--- config.mk ---
export PLATFORM = sky130hd
export DESIGN_NAME = filter_inst_dispatcher
export DESIGN_NICKNAME = d
export VERILOG_FILES = /design/src/rtl/filter_pkg.sv /design/src/rtl/sync_fifo.sv /design/src/rtl/filter_inst_dispatcher.sv
export SDC_FILE = /design/constraint.sdc
export NUM_CORES = 1
export LEC_CHECK = 0
export CORE_MARGIN = 2
export CORE_UTILIZATION = 40
export DETAILED_ROUTE_END_ITERATION = 12
export PLACE_DENSITY = 0.76
export SLEW_MARGIN = 10
export SYNTH_ARGS = -nofsm -noshare
export SYNTH_HDL_FRONTEND = slang
export SYNTH_SLANG_ARGS = --single-unit
--- constraint.sdc ---
create_clock -name clk -period 2.3 [get_ports clk]
set_clock_uncertainty 0.1 [all_clocks]
set_input_delay 0.46 -clock clk [delete_from_list [all_inputs] [get_ports clk]]
set_output_delay 0.46 -clock clk [all_outputs]
set_load 0.01 [all_outputs]
--- src/rtl/filter_pkg.sv ---
// Shared types for the filter-instruction dispatch path.
package filter_pkg;

  localparam int unsigned INST_W   = 15;
  localparam int unsigned TAG_BIT  = 0;
  localparam int unsigned ROW_LSB  = TAG_BIT + 1;
  localparam int unsigned ROW_W    = 3;
  localparam int unsigned LAST_BIT = INST_W - 1;
  localparam int unsigned RSVD_W   = LAST_BIT - ROW_LSB - ROW_W;

  typedef struct packed {
    logic              last;
    logic [RSVD_W-1:0] rsvd;
    logic [ROW_W-1:0]  row;
    logic              tag;
  } filter_inst_t;

  typedef enum logic [1:0] {
    IDLE,
    REQ,
    WAIT,
    SEND
  } disp_state_t;

endpackage

--- src/rtl/sync_fifo.sv ---
// Small synchronous FIFO with registered occupancy count; full/empty derive from it.
module sync_fifo #(
  parameter int unsigned WIDTH = 15,
  parameter int unsigned DEPTH = 4
) (
  input  logic             clk,
  input  logic             rst,
  input  logic             push_i,
  input  logic             pop_i,
  input  logic [WIDTH-1:0] wdata_i,
  output logic [WIDTH-1:0] rdata_o,
  output logic             full_o,
  output logic             empty_o
);

  localparam int unsigned AW = (DEPTH > 1) ? $clog2(DEPTH) : 1;
  localparam int unsigned CW = AW + 1;

  logic [WIDTH-1:0] mem_q [DEPTH];
  logic [AW-1:0]    wr_ptr_q, wr_ptr_d;
  logic [AW-1:0]    rd_ptr_q, rd_ptr_d;
  logic [CW-1:0]    count_q, count_d;
  logic             do_push, do_pop;

  assign full_o  = (count_q == CW'(DEPTH));
  assign empty_o = (count_q == '0);
  assign do_push = push_i & ~full_o;
  assign do_pop  = pop_i & ~empty_o;
  assign rdata_o = mem_q[rd_ptr_q];

  // Pointer and count update; pointers wrap naturally since DEPTH is a power of 2.
  always_comb begin
    wr_ptr_d = wr_ptr_q;
    rd_ptr_d = rd_ptr_q;
    count_d  = count_q;
    if (do_push) wr_ptr_d = wr_ptr_q + AW'(1);
    if (do_pop)  rd_ptr_d = rd_ptr_q + AW'(1);
    case ({do_push, do_pop})
      2'b10:   count_d = count_q + CW'(1);
      2'b01:   count_d = count_q - CW'(1);
      default: count_d = count_q;
    endcase
  end

  // Control registers.
  always_ff @(posedge clk) begin
    if (rst) begin
      wr_ptr_q <= '0;
      rd_ptr_q <= '0;
      count_q  <= '0;
    end else begin
      wr_ptr_q <= wr_ptr_d;
      rd_ptr_q <= rd_ptr_d;
      count_q  <= count_d;
    end
  end

  // Storage array, no reset needed.
  always_ff @(posedge clk) begin
    if (do_push) mem_q[wr_ptr_q] <= wdata_i;
  end

endmodule

--- src/rtl/filter_inst_dispatcher.sv ---
// Buffers filter instructions, fetches each addressed row from filter memory and hands it to the PE array.
module filter_inst_dispatcher
  import filter_pkg::*;
#(
  parameter int unsigned WIDTH      = 15,
  parameter int unsigned DEPTH      = 4,
  parameter int unsigned ADDR_W     = 8,
  parameter int unsigned DATA_W     = 40,
  parameter int unsigned FIL_BASE   = 0,
  parameter int unsigned ROW_STRIDE = 1
) (
  input  logic              clk,
  input  logic              rst,
  input  logic              in_valid,
  output logic              in_ready,
  input  logic [WIDTH-1:0]  in_data,
  output logic              mem_req,
  output logic [ADDR_W-1:0] mem_addr,
  input  logic              mem_gnt,
  input  logic              mem_rvalid,
  input  logic [DATA_W-1:0] mem_rdata,
  output logic              pe_valid,
  input  logic              pe_ready,
  output logic [2:0]        pe_dest,
  output logic [DATA_W-1:0] pe_data,
  output logic              done,
  output logic              err
);

  logic             fifo_push, fifo_pop, fifo_full, fifo_empty;
  logic [WIDTH-1:0] fifo_rdata;
  filter_inst_t     head;
  logic             unused_rsvd;

  disp_state_t       state_q, state_d;
  logic [ROW_W-1:0]  row_q, row_d;
  logic              last_q, last_d;
  logic [ADDR_W-1:0] mem_addr_q, mem_addr_d;
  logic              mem_req_q, mem_req_d;
  logic              pe_valid_q, pe_valid_d;
  logic [2:0]        pe_dest_q, pe_dest_d;
  logic [DATA_W-1:0] pe_data_q, pe_data_d;
  logic              done_q, done_d;
  logic              err_q, err_d;

  // No pass-through: readiness depends only on the registered occupancy.
  assign in_ready  = ~rst & ~fifo_full;
  assign fifo_push = in_valid & in_ready;

  sync_fifo #(
    .WIDTH (WIDTH),
    .DEPTH (DEPTH)
  ) u_fifo (
    .clk     (clk),
    .rst     (rst),
    .push_i  (fifo_push),
    .pop_i   (fifo_pop),
    .wdata_i (in_data),
    .rdata_o (fifo_rdata),
    .full_o  (fifo_full),
    .empty_o (fifo_empty)
  );

  assign head        = filter_inst_t'(fifo_rdata[INST_W-1:0]);
  assign unused_rsvd = ^head.rsvd;

  // Next-state and datapath: one instruction in flight, pops only while idle.
  always_comb begin
    state_d    = state_q;
    row_d      = row_q;
    last_d     = last_q;
    mem_addr_d = mem_addr_q;
    mem_req_d  = mem_req_q;
    pe_valid_d = pe_valid_q;
    pe_dest_d  = pe_dest_q;
    pe_data_d  = pe_data_q;
    done_d     = 1'b0;
    err_d      = err_q;
    fifo_pop   = 1'b0;
    case (state_q)
      IDLE: begin
        if (!fifo_empty) begin
          fifo_pop = 1'b1;
          if (!head.tag) begin
            err_d = 1'b1;
          end else begin
            row_d      = head.row;
            last_d     = head.last;
            mem_addr_d = ADDR_W'(32'(FIL_BASE) + 32'(head.row) * 32'(ROW_STRIDE));
            mem_req_d  = 1'b1;
            state_d    = REQ;
          end
        end
      end
      REQ: begin
        if (mem_gnt) begin
          mem_req_d = 1'b0;
          state_d   = WAIT;
        end
      end
      WAIT: begin
        if (mem_rvalid) begin
          pe_data_d  = mem_rdata;
          pe_dest_d  = row_q;
          pe_valid_d = 1'b1;
          state_d    = SEND;
        end
      end
      SEND: begin
        if (pe_ready) begin
          pe_valid_d = 1'b0;
          done_d     = last_q;
          state_d    = IDLE;
        end
      end
      default: state_d = IDLE;
    endcase
  end

  // State and output registers.
  always_ff @(posedge clk) begin
    if (rst) begin
      state_q    <= IDLE;
      row_q      <= '0;
      last_q     <= 1'b0;
      mem_addr_q <= '0;
      mem_req_q  <= 1'b0;
      pe_valid_q <= 1'b0;
      pe_dest_q  <= '0;
      pe_data_q  <= '0;
      done_q     <= 1'b0;
      err_q      <= 1'b0;
    end else begin
      state_q    <= state_d;
      row_q      <= row_d;
      last_q     <= last_d;
      mem_addr_q <= mem_addr_d;
      mem_req_q  <= mem_req_d;
      pe_valid_q <= pe_valid_d;
      pe_dest_q  <= pe_dest_d;
      pe_data_q  <= pe_data_d;
      done_q     <= done_d;
      err_q      <= err_d;
    end
  end

  assign mem_req  = mem_req_q;
  assign mem_addr = mem_addr_q;
  assign pe_valid = pe_valid_q;
  assign pe_dest  = pe_dest_q;
  assign pe_data  = pe_data_q;
  assign done     = done_q;
  assign err      = err_q;

endmodule
==> results of run 1 <==
synth_stat cells, types with 2 or more instances:
| cell | n |
|---|---|
| nand2_1 | 92 |
| dfxtp_1 | 62 |
| a21oi_1 | 48 |
| edfxtp_1 | 20 |
| nor2_1 | 16 |
| clkbuf_1 | 14 |
| inv_1 | 13 |
| ha_1 | 10 |
| and2_1 | 6 |
| buf_4 | 5 |
| mux2i_1 | 5 |
| mux4_1 | 4 |
| buf_6 | 3 |
| xor2_1 | 3 |
| buf_2 | 2 |
| nor2b_1 | 2 |
| nor3b_1 | 2 |
| o211ai_1 | 2 |
| o21ai_0 | 2 |
| or3_1 | 2 |
| xnor2_1 | 2 |
power breakdown:
group / internal [W] / leakage [nW] / switching (W)
Sequential: 0.00165 / 0.684 / 0.000125
Combinational: 0.000652 / 0.867 / 0.000638
Clock: 0.000397 / 0.0835 / 0.000521
through the flow:
stage                     setup slack [ns]  cell area [um^2]  utilization
after global placement             -0.0540              4360        0.559
final                                0.135              4540        0.582
after floorplan                     0.0721              3270            -
after global routing                0.0329              4540        0.582
after detailed placement            -0.107              4360        0.559
after CTS                           0.0638              4540        0.582
kinds of logic after synthesis:
logic type / Yosys count / synth area share
AO/OA/AOI/OAI: 59 / 0.100
other: 1 / 0.00115
multiplexers: 10 / 0.0545
flip-flops: 82 / 0.565
AND/OR/NAND/NOR: 127 / 0.165
buffers and inverters: 37 / 0.0560
adder cells (fa/ha/maj): 11 / 0.0445
XOR/XNOR: 5 / 0.0134
sequential cells by signal, indices dropped and copies added (netlist names), named ones only:
register and cells:
done 1, err 1, last_q 1, mem_req 1, pe_data 40, pe_dest 3, pe_valid 1, row_q 3
state_q 2, u_fifo.count_q 3, u_fifo.mem_q 20, u_fifo.rd_ptr_q 2, u_fifo.wr_ptr_q 2
metal layers:
metal / GRT usage / wire (um)
met1: 0.174 / 2960
met3: 0.0393 / 351
met4: 0.0580 / 106
met2: 0.296 / 3740
met5: 0 / 0
worst paths after layout:
kind | start | endpoint | slack, ns | cells past startpoint
max reg2reg | state_q[1]$_SDFFE_PP0P_ | u_fifo.count_q[2]$_SDFFE_PP0P_ | 0.14 | 9
min reg2reg | pe_data[19]$_SDFFE_PP0P_ | pe_data[19]$_SDFFE_PP0P_ | 0.35 | 2
max | state_q[1]$_SDFFE_PP0P_ | u_fifo.count_q[2]$_SDFFE_PP0P_ | 0.14 | 9
min | rst | u_fifo.wr_ptr_q[0]$_SDFFE_PP0P_ | 0.24 | 2
timing repair:
item,CTS,global route
gates resized for setup,0,2
endpoints found under the setup margin,0,1
setup buffers,0,0
area by class of cell:
type | instances | area (um^2) | area share
Clock inverter | 7 | 53.8 | 0.0118
Timing Repair Buffer | 113 | 1100 | 0.241
Tap cell | 102 | 128 | 0.0281
Clock buffer | 9 | 124 | 0.0273
Inverter | 13 | 48.8 | 0.0107
Multi-Input combinational cell | 217 | 1250 | 0.275
Sequential cell | 82 | 1840 | 0.406
==> PnR_summary.wiki, run 1 <==
{| class="wikitable"
! Metric !! Value
|-
| Outcome || completed
|-
| Kind of cell adding the most delay to the critical path || adder cells
|-
| CP Cell Sequence || inv_2 -> ha_1 -> and2_1 -> ha_1 -> inv_1 -> fa_1 -> xor2_1 -> or3_1 -> a21oi_1
|-
| Number of pins with negative max-slew slack in the final report || 0
|-
| Number of synthesis warnings || 0
|-
| Final antenna diode count || 0
|-
| Type of element capturing the critical path || flop
|-
| Core Box Area || 7810 um^2
|-
| Total length of routed wires || 7160 um
|-
| Top cell type by total area after synthesis || dfxtp_1
|-
| Sum of negative setup slack || 0 ns
|-
| Fin Hold WS || 0.239 ns
|-
| Number of synthesized flops with an enable pin || 20
|-
| Max-capacitance violation count || 0
|-
| Area of the die || 8890 um^2
|-
| Final nets || 508
|-
| Top library cells by usage in the layout, fill and taps aside || 100 x clkdlybuf4s50_1, 92 x nand2_1, 62 x dfxtp_1
|-
| Final hold violation count || 0
|-
| X dimension of the die || 94.3 um
|-
| TritonCTS Buffers || 9
|-
| Most common library cell in the layout ignoring fill and taps || clkdlybuf4s50_1
|-
| Number of nets with antenna violations after routing || 0
|-
| Final setup violation count || 0
|-
| Buf+Inv Stages, Crit Path || 2
|-
| Gpl congestion || 0.731
|-
| Height of the die || 94.3 um
|-
| Count of cell types in the netlist || 38
|-
| Average wire per standard cell || 13.2 um
|-
| Synthesized instance count || 332
|-
| Number of buffers on the longest clock path || 2
|-
| Clock slew at the register clock pins of the worst setup and hold paths || 0.09 ns
|-
| Slowest-stage cell, CP || fa_1
|-
| HP Class || in2reg
|-
| Clock latency on the worst-skew pair || 0.34 ns
|-
| Wire length of the first global-routing pass || 11000 um
|-
| CP peak stage delay || 0.37 ns
|-
| Worst slew pin tran || 0.662 ns
|-
| P per Cell Area || 876 nW/um^2
|-
| Main area contributors after synthesis || dfxtp_1 38%, edfxtp_1 18%, nand2_1 11%
|-
| Synth top area share || 0.381
|-
| Number of filler cells placed in the layout || 701
|-
| Min cycle time layout || 2.16 ns
|-
| Count of routing violations after the opening detailed-route iteration || 114
|-
| Critical Path Fanout Max || 4
|-
| Total number of vias || 2551
|-
| Layout cells sized above 1 || 0.0794
|-
| Effective utilization at floorplan || 0.417
|-
| WP data required || 2.47 ns
|-
| Setup crit start kind || flop
|-
| Total global-route track usage || 0.159
|-
| Via/cell ratio || 4.70
|-
| Drt pass-1 iters || 4
|-
| Post-Syn Area || 3260 um^2
|-
| Top cell by count, worst path || ha_1
|-
| IO Port Bufs || 101
|-
| Area Growth Syn to Fin || 39.3%
|-
| Startpoint-to-endpoint class of the critical path || reg2reg
|-
| Std-Cell Rows || 32
|-
| Sequential share of the synthesized area || 0.565
|-
| Data arrival time at the worst-slack endpoint || 2.34 ns
|-
| Pleak || 1.63 nW
|-
| Number of sinks on the clock net || 82
|-
| Final period utilization || 0.941
|-
| Synth Area per Inst || 9.82 um^2
|-
| DRC violations left || 0
|-
| Slew Limit Headroom || 0.559
|-
| Share of synthesized flip-flops with an asynchronous set or reset || 0
|-
| Maximum number of pins on one net before global-route repair || 65
|-
| Clock tree from TritonCTS || built
|-
| Number of primary I/O pins || 117
|-
| Cell total after placement || 527
|-
| Via count of the first global-routing pass || 2424
|-
| Remaining global-route overflow || 0
|-
| Number of antenna violations at the first check in global routing || 0
|-
| Highest clock frequency the design can meet || 462 MHz
|-
| Post-route insts no fill || 543
|-
| RSZ-0062 raised after global routing || no
|-
| Overall power || 0.00398 W
|-
| Total of hold buffers inserted after clock tree synthesis || 0
|-
| Total of flip-flops plus latches after synthesis || 82
|-
| Detailed placement HPWL || 5060 um
|-
| Synth Flop Type || dfxtp_1
|-
| Number of levels the H-tree was split into || 3
|-
| Clk root buf || clkbuf_8
|-
| Maximum vdd ir drop || 0.000597 V
|}
(Power assumes the default switching activity.)
==> inputs of run 2 (changes only) <==
- TNS_END_PERCENT: unset -> 50
==> results of run 2 <==
Same layout as run 1: the final DEF is identical, and so are final timing and power.
